**src/rtl/uart_pkg.sv**
```systemverilog
// Shared UART baud-rate constants and divisor helper.
// Divisors are fixed point: integer clocks plus FRAC_W fraction bits.
package uart_pkg;

   localparam int UART_DIV_W    = 16;
   localparam int UART_FRAC_W   = 4;
   localparam int UART_OVS      = 16;
   localparam int UART_DEF_INT  = 9;
   localparam int UART_DEF_FRAC = 0;

   // Rounded clk/(baud*ovs) in units of 1/2^frac_w clock.
   // Upper bits are the integer divisor, low frac_w bits the fraction.
   function automatic logic [31:0] calc_div(
      input longint unsigned clk_hz,
      input longint unsigned baud,
      input int unsigned     ovs,
      input int unsigned     frac_w
   );
      longint unsigned w_den;
      longint unsigned w_num;
      w_den = baud * longint'(ovs);
      w_num = (clk_hz << frac_w) + (w_den >> 1);
      return 32'(w_num / w_den);
   endfunction

endpackage

```
**src/rtl/frac_prescaler.sv**
```systemverilog
// Fractional prescaler: divides clk by act_int + act_frac/2^FRAC_W.
// New divisors are taken only at a period boundary or while idle.
module frac_prescaler
   import uart_pkg::*;
#(
   parameter int DIV_W    = UART_DIV_W,
   parameter int FRAC_W   = UART_FRAC_W,
   parameter int DEF_INT  = UART_DEF_INT,
   parameter int DEF_FRAC = UART_DEF_FRAC
) (
   input  logic              i_clk,
   input  logic              i_rst,
   input  logic              i_en,
   input  logic [DIV_W-1:0]  i_div_int,
   input  logic [FRAC_W-1:0] i_div_frac,
   input  logic              i_load,
   output logic              o_tick
);

   logic [DIV_W-1:0]  r_cnt;
   logic [DIV_W-1:0]  r_act_int;
   logic [DIV_W-1:0]  r_pend_int;
   logic [FRAC_W-1:0] r_acc;
   logic [FRAC_W-1:0] r_act_frac;
   logic [FRAC_W-1:0] r_pend_frac;

   logic [FRAC_W:0]   w_sum;
   logic              w_carry;
   logic              w_idle_div;
   logic              w_run;
   logic [DIV_W-1:0]  w_last;
   logic              w_wrap;
   logic              w_swap;
   logic [DIV_W-1:0]  w_nxt_int;
   logic [FRAC_W-1:0] w_nxt_frac;

   assign w_sum      = {1'b0, r_acc} + {1'b0, r_act_frac};
   assign w_carry    = w_sum[FRAC_W];
   assign w_idle_div = (r_act_int == '0);
   assign w_run      = i_en && !w_idle_div;

   // With a carry the period stretches by one clock.
   assign w_last = w_carry ? r_act_int
                           : r_act_int - DIV_W'(1);
   assign w_wrap = w_run && (r_cnt == w_last);

   // A load landing on the wrap itself governs the new period.
   assign w_nxt_int  = i_load ? i_div_int  : r_pend_int;
   assign w_nxt_frac = i_load ? i_div_frac : r_pend_frac;
   assign w_swap     = w_wrap || !i_en || w_idle_div;

   always_ff @(posedge i_clk or posedge i_rst) begin
      if (i_rst) begin
         r_cnt       <= '0;
         r_acc       <= '0;
         r_act_int   <= DIV_W'(DEF_INT);
         r_act_frac  <= FRAC_W'(DEF_FRAC);
         r_pend_int  <= DIV_W'(DEF_INT);
         r_pend_frac <= FRAC_W'(DEF_FRAC);
      end else begin
         if (i_load) begin
            r_pend_int  <= i_div_int;
            r_pend_frac <= i_div_frac;
         end
         if (w_swap) begin
            r_act_int  <= w_nxt_int;
            r_act_frac <= w_nxt_frac;
         end
         if (!i_en) begin
            r_cnt <= '0;
            r_acc <= '0;
         end else if (w_wrap) begin
            r_cnt <= '0;
            r_acc <= w_sum[FRAC_W-1:0];
         end else if (w_run) begin
            r_cnt <= r_cnt + DIV_W'(1);
         end
      end
   end

   assign o_tick = w_wrap;

endmodule

```
**src/rtl/baud_gen.sv**
```systemverilog
// UART baud generator: oversample tick, bit tick and rx mid-bit tick.
// Phase counters advance on each prescaler wrap; outputs are registered.
module baud_gen
   import uart_pkg::*;
#(
   parameter int DIV_W    = UART_DIV_W,
   parameter int FRAC_W   = UART_FRAC_W,
   parameter int OVS      = UART_OVS,
   parameter int DEF_INT  = UART_DEF_INT,
   parameter int DEF_FRAC = UART_DEF_FRAC
) (
   input  logic              clk,
   input  logic              rst,
   input  logic              en,
   input  logic [DIV_W-1:0]  div_int,
   input  logic [FRAC_W-1:0] div_frac,
   input  logic              load,
   input  logic              rx_restart,
   output logic              en_rx,
   output logic              en_tx,
   output logic              rx_mid
);

   localparam int PH_W = $clog2(OVS);
   localparam logic [PH_W-1:0] PH_LAST = PH_W'(OVS - 1);
   localparam logic [PH_W-1:0] PH_MID  = PH_W'(OVS / 2 - 1);

   logic            w_tick;
   logic [PH_W-1:0] r_tx_ph;
   logic [PH_W-1:0] r_rx_ph;
   logic            r_en_rx;
   logic            r_en_tx;
   logic            r_rx_mid;

   frac_prescaler #(
      .DIV_W    (DIV_W),
      .FRAC_W   (FRAC_W),
      .DEF_INT  (DEF_INT),
      .DEF_FRAC (DEF_FRAC)
   ) u_presc (
      .i_clk      (clk),
      .i_rst      (rst),
      .i_en       (en),
      .i_div_int  (div_int),
      .i_div_frac (div_frac),
      .i_load     (load),
      .o_tick     (w_tick)
   );

   always_ff @(posedge clk or posedge rst) begin
      if (rst) begin
         r_tx_ph  <= '0;
         r_rx_ph  <= '0;
         r_en_rx  <= 1'b0;
         r_en_tx  <= 1'b0;
         r_rx_mid <= 1'b0;
      end else begin
         r_en_rx  <= w_tick;
         r_en_tx  <= w_tick && (r_tx_ph == PH_LAST);
         r_rx_mid <= w_tick && (r_rx_ph == PH_MID)
                     && !rx_restart;
         if (w_tick) begin
            r_tx_ph <= (r_tx_ph == PH_LAST) ? '0
                       : r_tx_ph + PH_W'(1);
         end
         // A start edge realigns rx phase even on a tick.
         if (rx_restart) begin
            r_rx_ph <= '0;
         end else if (w_tick) begin
            r_rx_ph <= (r_rx_ph == PH_LAST) ? '0
                       : r_rx_ph + PH_W'(1);
         end
      end
   end

   assign en_rx  = r_en_rx;
   assign en_tx  = r_en_tx;
   assign rx_mid = r_rx_mid;

endmodule
```
**config.mk**
```make
export PLATFORM = sky130hd
export DESIGN_NAME = baud_gen
export DESIGN_NICKNAME = d
export VERILOG_FILES = /design/src/rtl/uart_pkg.sv /design/src/rtl/frac_prescaler.sv /design/src/rtl/baud_gen.sv
export SDC_FILE = /design/constraint.sdc
export NUM_CORES = 1
export LEC_CHECK = 0
export CORE_AREA = 2 2 92 94
export DETAILED_ROUTE_END_ITERATION = 12
export DIE_AREA = 0 0 94 96
export GPL_ROUTABILITY_DRIVEN = 1
export PLACE_DENSITY = 0.68
export SLEW_MARGIN = 20
export SYNTH_ARGS = -nofsm -noshare
export SYNTH_HDL_FRONTEND = slang
export SYNTH_SLANG_ARGS = --single-unit
```
**constraint.sdc**
```tcl
create_clock -name clk -period 4.9 [get_ports clk]
set_clock_uncertainty 0.2 [all_clocks]
set_input_delay 1.225 -clock clk [delete_from_list [all_inputs] [get_ports clk]]
set_output_delay 1.225 -clock clk [all_outputs]
set_load 0.02 [all_outputs]
```
==> Word level (Yosys, flattened, before mapping) <==
Index checks and enable logic that the tools add are counted.
{ "op_classes": {"addsub": 5, "eq_ne": 6, "muxes": 12, "n_reduce_logical": 12} }
{ "ops": {"columns": ["op", "count"], "rows": [
  ["two-way mux 16 bit", 5],
  ["two-way mux 4 bit", 7],
  ["adder 16 x 1 -> 16 bit (second input constant)", 1],
  ["equality test 16 bit", 1],
  ["logical NOT 16 bit", 1],
  ["subtractor 16 x 1 -> 16 bit (second input constant)", 1],
  ["adder 4 x 1 -> 4 bit (second input constant)", 2],
  ["equality test 4 bit (second input constant)", 2],
  ["adder 4 x 4 -> 5 bit", 1],
  ["logical AND 1 bit", 5],
  ["equality test 4 x 3 -> 1 bit (second input constant)", 1],
  ["logical NOT 1 bit", 3],
  ["!= test 3 x 1 -> 1 bit (second input constant)", 1],
  ["logical OR 1 bit", 2],
  ["!= test 2 x 1 -> 1 bit (second input constant)", 1],
  ["nonzero test 2 bit", 1]
]} }
{ "word_totals": {"register_bits": 71, "inputBits": 25, "word_cells": 46} }

==> Logic depth before layout (Yosys ltp) <==
{ "depth": {"word_depth": 6, "ltp_mapped": 14, "mapped_depth_nobuf": 12} }

==> Modules after synthesis <==
A second synthesis with hierarchy kept.
{ "unflattened": {"hier_cells": 330, "hier_area_um2": 3778.6} }
{ "by_module_without_submodules": {"columns": ["module", "instances", "cells_per_inst", "area_per_inst_um2", "seq_area_each_um2"], "rows": [
  ["frac_prescaler", 1, 287, 3280.6, 1506.4],
  ["baud_gen", 1, 43, 498.0, 275.3]
]} }

==> Worst setup path before layout <==
OpenSTA, ideal clock, no wires.
{ "synth_timing": {"kind": "register to register", "start": "reg u_presc.r_act_frac[0]", "end": "reg u_presc.r_act_frac[0]", "setup_time_ps": 125, "arrival_time_ps": 3484, "slack_ps": 1091, "path_stages_with_launch": 14, "n_path_buf": 2, "synth_period_minus_slack_ps": 3809, "cell_sequence": "dfrtp_1 -> ha_1 -> inv_1 -> fa_1 -> nand2b_1 -> a21oi_1 -> clkbuf_1 -> nor3_1 -> a2111oi_2 -> o2111ai_1 -> nor4_4 -> nor2_2 -> buf_6 -> mux2_4"} }
{ "synth_via": {"elab_chain_len": 6} }
{ "synth_rtl": {"columns": ["item", "line_no", "text"], "rows": [
  ["start, declared", "frac_prescaler.sv:24", "logic [FRAC_W-1:0] r_act_frac;"],
  ["start signal, assigned", "frac_prescaler.sv:57", "r_act_frac <= FRAC_W'(DEF_FRAC);"],
  ["start signal, assigned", "frac_prescaler.sv:67", "r_act_frac <= w_nxt_frac;"],
  ["adder 4 x 4 -> 5 bit", "frac_prescaler.sv:37", "assign w_sum = {1'b0, r_acc} + {1'b0, r_act_frac};"],
  ["two-way mux 16 bit", "frac_prescaler.sv:43", "assign w_last = w_carry ? r_act_int"],
  ["equality test 16 bit", "frac_prescaler.sv:45", "assign w_wrap = w_run && (r_cnt == w_last);"],
  ["logical AND 1 bit", "frac_prescaler.sv:45", null],
  ["logical OR 1 bit (2 in a row)", "frac_prescaler.sv:50", "assign w_swap = w_wrap || !i_en || w_idle_div;"]
]} }
No other way between the ends.
A chain may end at the register's enable or synchronous reset.

==> Worst setup path after layout <==
{ "layout_timing": {"start": "in en", "end": "reg u_presc.r_cnt[15]"} }
{ "layout_via": {"elab_chain_len": 4} }
{ "layout_rtl": {"columns": ["item", "line_no", "text"], "rows": [
  ["start, declared", "baud_gen.sv:14", "input logic en,"],
  ["logical AND 1 bit", "frac_prescaler.sv:40", "assign w_run = i_en && !w_idle_div;"],
  ["logical AND 1 bit", "frac_prescaler.sv:45", null],
  ["two-way mux 16 bit", "frac_prescaler.sv:72", "end else if (w_wrap) begin"],
  ["two-way mux 16 bit", "frac_prescaler.sv:69", "if (!i_en) begin"],
  ["end signal, assigned", "frac_prescaler.sv:76", "r_cnt <= r_cnt + DIV_W'(1);"],
  ["end, declared", "frac_prescaler.sv:20", "logic [DIV_W-1:0] r_cnt;"]
]} }
Several ways; a longest one is shown, not always the timed one.

==> results.yml <==
cts:
  clkTransAtPathRegs_ns: 0.08
  clock_latency_ns: 0.36
  cts_tree: "built"
  clockBufferDepth: 2
  htreeDepth: 3
  cts_sinks: 71
  cts_resized: 0
  cts_root_buf: "clkbuf_8"
  cts-hold-fix-buffers: 0
  cts_buffers: 9
  post_cts_buffers: 0
min_path:
  hp-start: "r_tx_ph[3]"
  min_path_type: "reg -> reg"
  min_path_cells: 1
run:
  maxCapViolCount: 0
routing:
  avgRoutedWirePerCell_um: 16.0
  via_per_inst: 5.65
  antenna_left: 0
  drt_pass1_iterations: 4
  drc: 0
  drt_iter0_drc: 156
  wirelength_mm: 7.90
  vias: 2785
die:
  fp.coreArea_mm2: 0.00805
  rows: 33
  initial_core_util: 0.481
  die_h_um: 96
  die_area_mm2: 0.00902
  die_x_um: 94
  io_pins: 28
timing:
  slew_headroom: 0.391
  slew_viol_final: 0
  min_period_over_period: 0.776
  setup_violations: 0
  layout_setup_ws_ns: 1.10
  hold_viol_final: 0
  fmax_ghz: 0.263
  rsz0062_at_grt: "no"
  hold_ws_ns: 0.278
  period_minus_slack_ns: 3.80
  worstMarginPinSlew_ns: 0.913
  tns_ns: 0
finish:
  fin_cells: 493
  nets: 417
  drive_gt1_frac: 0.183
  area_delta_synth_final_pct: 14.4
  design_area_mm2: 0.00443
  post-route-util: 0.550
  fillers: 732
  n_antenna_cell: 0
global_routing:
  grt_overflow: 0
  grt_pass1_vias: 2769
  grt_max_degree: 55
  antenna_found_initial: 0
  gr-usage-met2: 0.321
  grt_pass1_wl_mm: 13.6
  track_usage: 0.199
  use_met1: 0.255
  grt_util_met3: 0.0423
  top_usage_layer: "met2"
setup_path:
  cp-start-kind: "input pin"
  crit_start: "en"
  r2r-end: "u_presc.r_cnt[15]"
  cp.required_ns: 4.95
  crit_fanout: 13
  end_kind: "flop"
  ff2ff_setup_slack_ns: 1.12
  r2r_cells: 12
  worst-setup-path-type: "in -> reg"
  worstPathArrival_ns: 3.85
  setup.worst_path.end: "u_presc.r_cnt[15]"
  worstReg2RegStart: "u_presc.r_act_frac[0]"
synth:
  async_flop_share: 1.00
  netlist_instances: 350
  syn_avg_cell_area_um2: 11.1
  synth_nets: 384
  ys_ff_latch: 71
  netlist_area_mm2: 0.00387
  yosys_warnings: 0
  synth_seq_area_share: 0.460
  synth-main-ff-cell: "dfrtp_1"
  synth_edf_count: 0
  synth_cell_type_count: 54
status:
  status: "completed"
placed_design:
  portBuffers: 27
  dp_hpwl_mm: 5.75
  preCtsSetupSlack_ns: 0.744
  post_dp_cell_area_mm2: 0.00426
  place_inst: 477
  gp_congestion: 0.926
power_and_ir_drop:
  max-vdd-ir-drop_v: 0.000167
  p_leak_nw: 1.86
  power.density_mw_per_mm2: 293
  power.total_mw: 1.30
worst max-delay path, cell delays in order:
cell,delay (ns)
clkdlybuf4s50_1,0.56
nand2_1,0.33
a2111oi_2,0.32
o2111ai_1,0.26
or4_1,0.70
a41o_1,0.30
a21o_1,0.17
cells in the final DEF (no fill, tap or decap), drive strengths merged, types with 5 or more instances in the layout:
master	instances
nand3	13
mux2	42
or3	7
buf	6
nor3	17
a211o	5
nor4	15
inv	15
mux2i	5
clkbuf	10
nand2	17
ha	8
or4	7
xor2	8
a21oi	11
nor2	16
o31ai	6
xnor2	18
and3	10
dfrtp	67
clkdlybuf4s50	27
o21ai	5
worst min-delay path by stage:
stage                            end
after detailed placement  r_tx_ph[3]
final                     r_tx_ph[3]
after global routing      r_tx_ph[3]
after CTS                 r_tx_ph[3]
after global placement    r_tx_ph[3]
after floorplan               rx_mid
cell type report:
type,instances,area [µm²],share of cell area
Clock inverter,6,45.0,0.0102
Multi-Input combinational cell,252,1970,0.444
Clock buffer,10,128,0.0288
Timing Repair Buffer,33,315,0.0712
Tap cell,105,131,0.0297
Inverter,16,61.3,0.0138
Sequential cell,71,1780,0.402
sequential cells by signal, indices dropped and copies added, names as in the netlist, 4 cells and up:
name and flops:
r_rx_ph 4, r_tx_ph 4, u_presc.r_act_int 16, u_presc.r_act_frac 4
u_presc.r_acc 4, u_presc.r_cnt 16, u_presc.r_pend_frac 4, u_presc.r_pend_int 16
power by group:
group	switching, mW	leakage [nW]	internal (mW)	total [mW]
logic	0.0912	0.883	0.109	0.200
registers	0.0494	0.894	0.632	0.681
clock network	0.231	0.0789	0.185	0.416
cells by family (layout without fill, tap and decap cells):
| family | after synthesis | in the layout | share of synthesized area |
|---|---|---|---|
| DFF | 71 | 71 | 0.460 |
| and+or+nand+nor | 121 | 121 | 0.175 |
| muxes | 47 | 47 | 0.151 |
| xor gates and xnor gates | 26 | 26 | 0.0588 |
| buffers and inverters | 27 | 65 | 0.0320 |
| AOI/OAI and AO/OA | 49 | 49 | 0.0927 |
| adders and majority gates | 9 | 9 | 0.0310 |
cells in the mapped netlist (3+ instances only):
| cell type | instances | share of area |
|---|---|---|
| a211o_1 | 5 | 0.011 |
| a21o_1 | 3 | 0.0058 |
| a21oi_1 | 11 | 0.014 |
| a22o_1 | 3 | 0.0068 |
| and3_1 | 10 | 0.016 |
| clkbuf_1 | 7 | 0.0068 |
| dfrtp_1 | 67 | 0.43 |
| dfstp_2 | 4 | 0.027 |
| ha_1 | 8 | 0.026 |
| inv_1 | 15 | 0.015 |
| mux2_1 | 3 | 0.0087 |
| mux2_2 | 23 | 0.067 |
| mux2_4 | 16 | 0.062 |
| mux2i_1 | 5 | 0.013 |
| nand2_1 | 17 | 0.016 |
| nand2b_1 | 4 | 0.0065 |
| nand3_1 | 13 | 0.017 |
| nand4_1 | 4 | 0.0065 |
| nor2_1 | 15 | 0.015 |
| nor3_1 | 17 | 0.022 |
| nor4_1 | 14 | 0.023 |
| nor4b_1 | 4 | 0.0090 |
| o21ai_0 | 4 | 0.0052 |
| o31ai_1 | 6 | 0.012 |
| or3_1 | 7 | 0.011 |
| or4_1 | 7 | 0.014 |
| xnor2_1 | 18 | 0.041 |
| xor2_1 | 8 | 0.018 |
per-layer routing:
metal  wire, µm  up-vias
li1           -     1360
met5          0        -
met3        254       15
met1       3680     1362
met4        203        0
met2       3760       48
No activity file was read; power rests on OpenSTA's default activity.
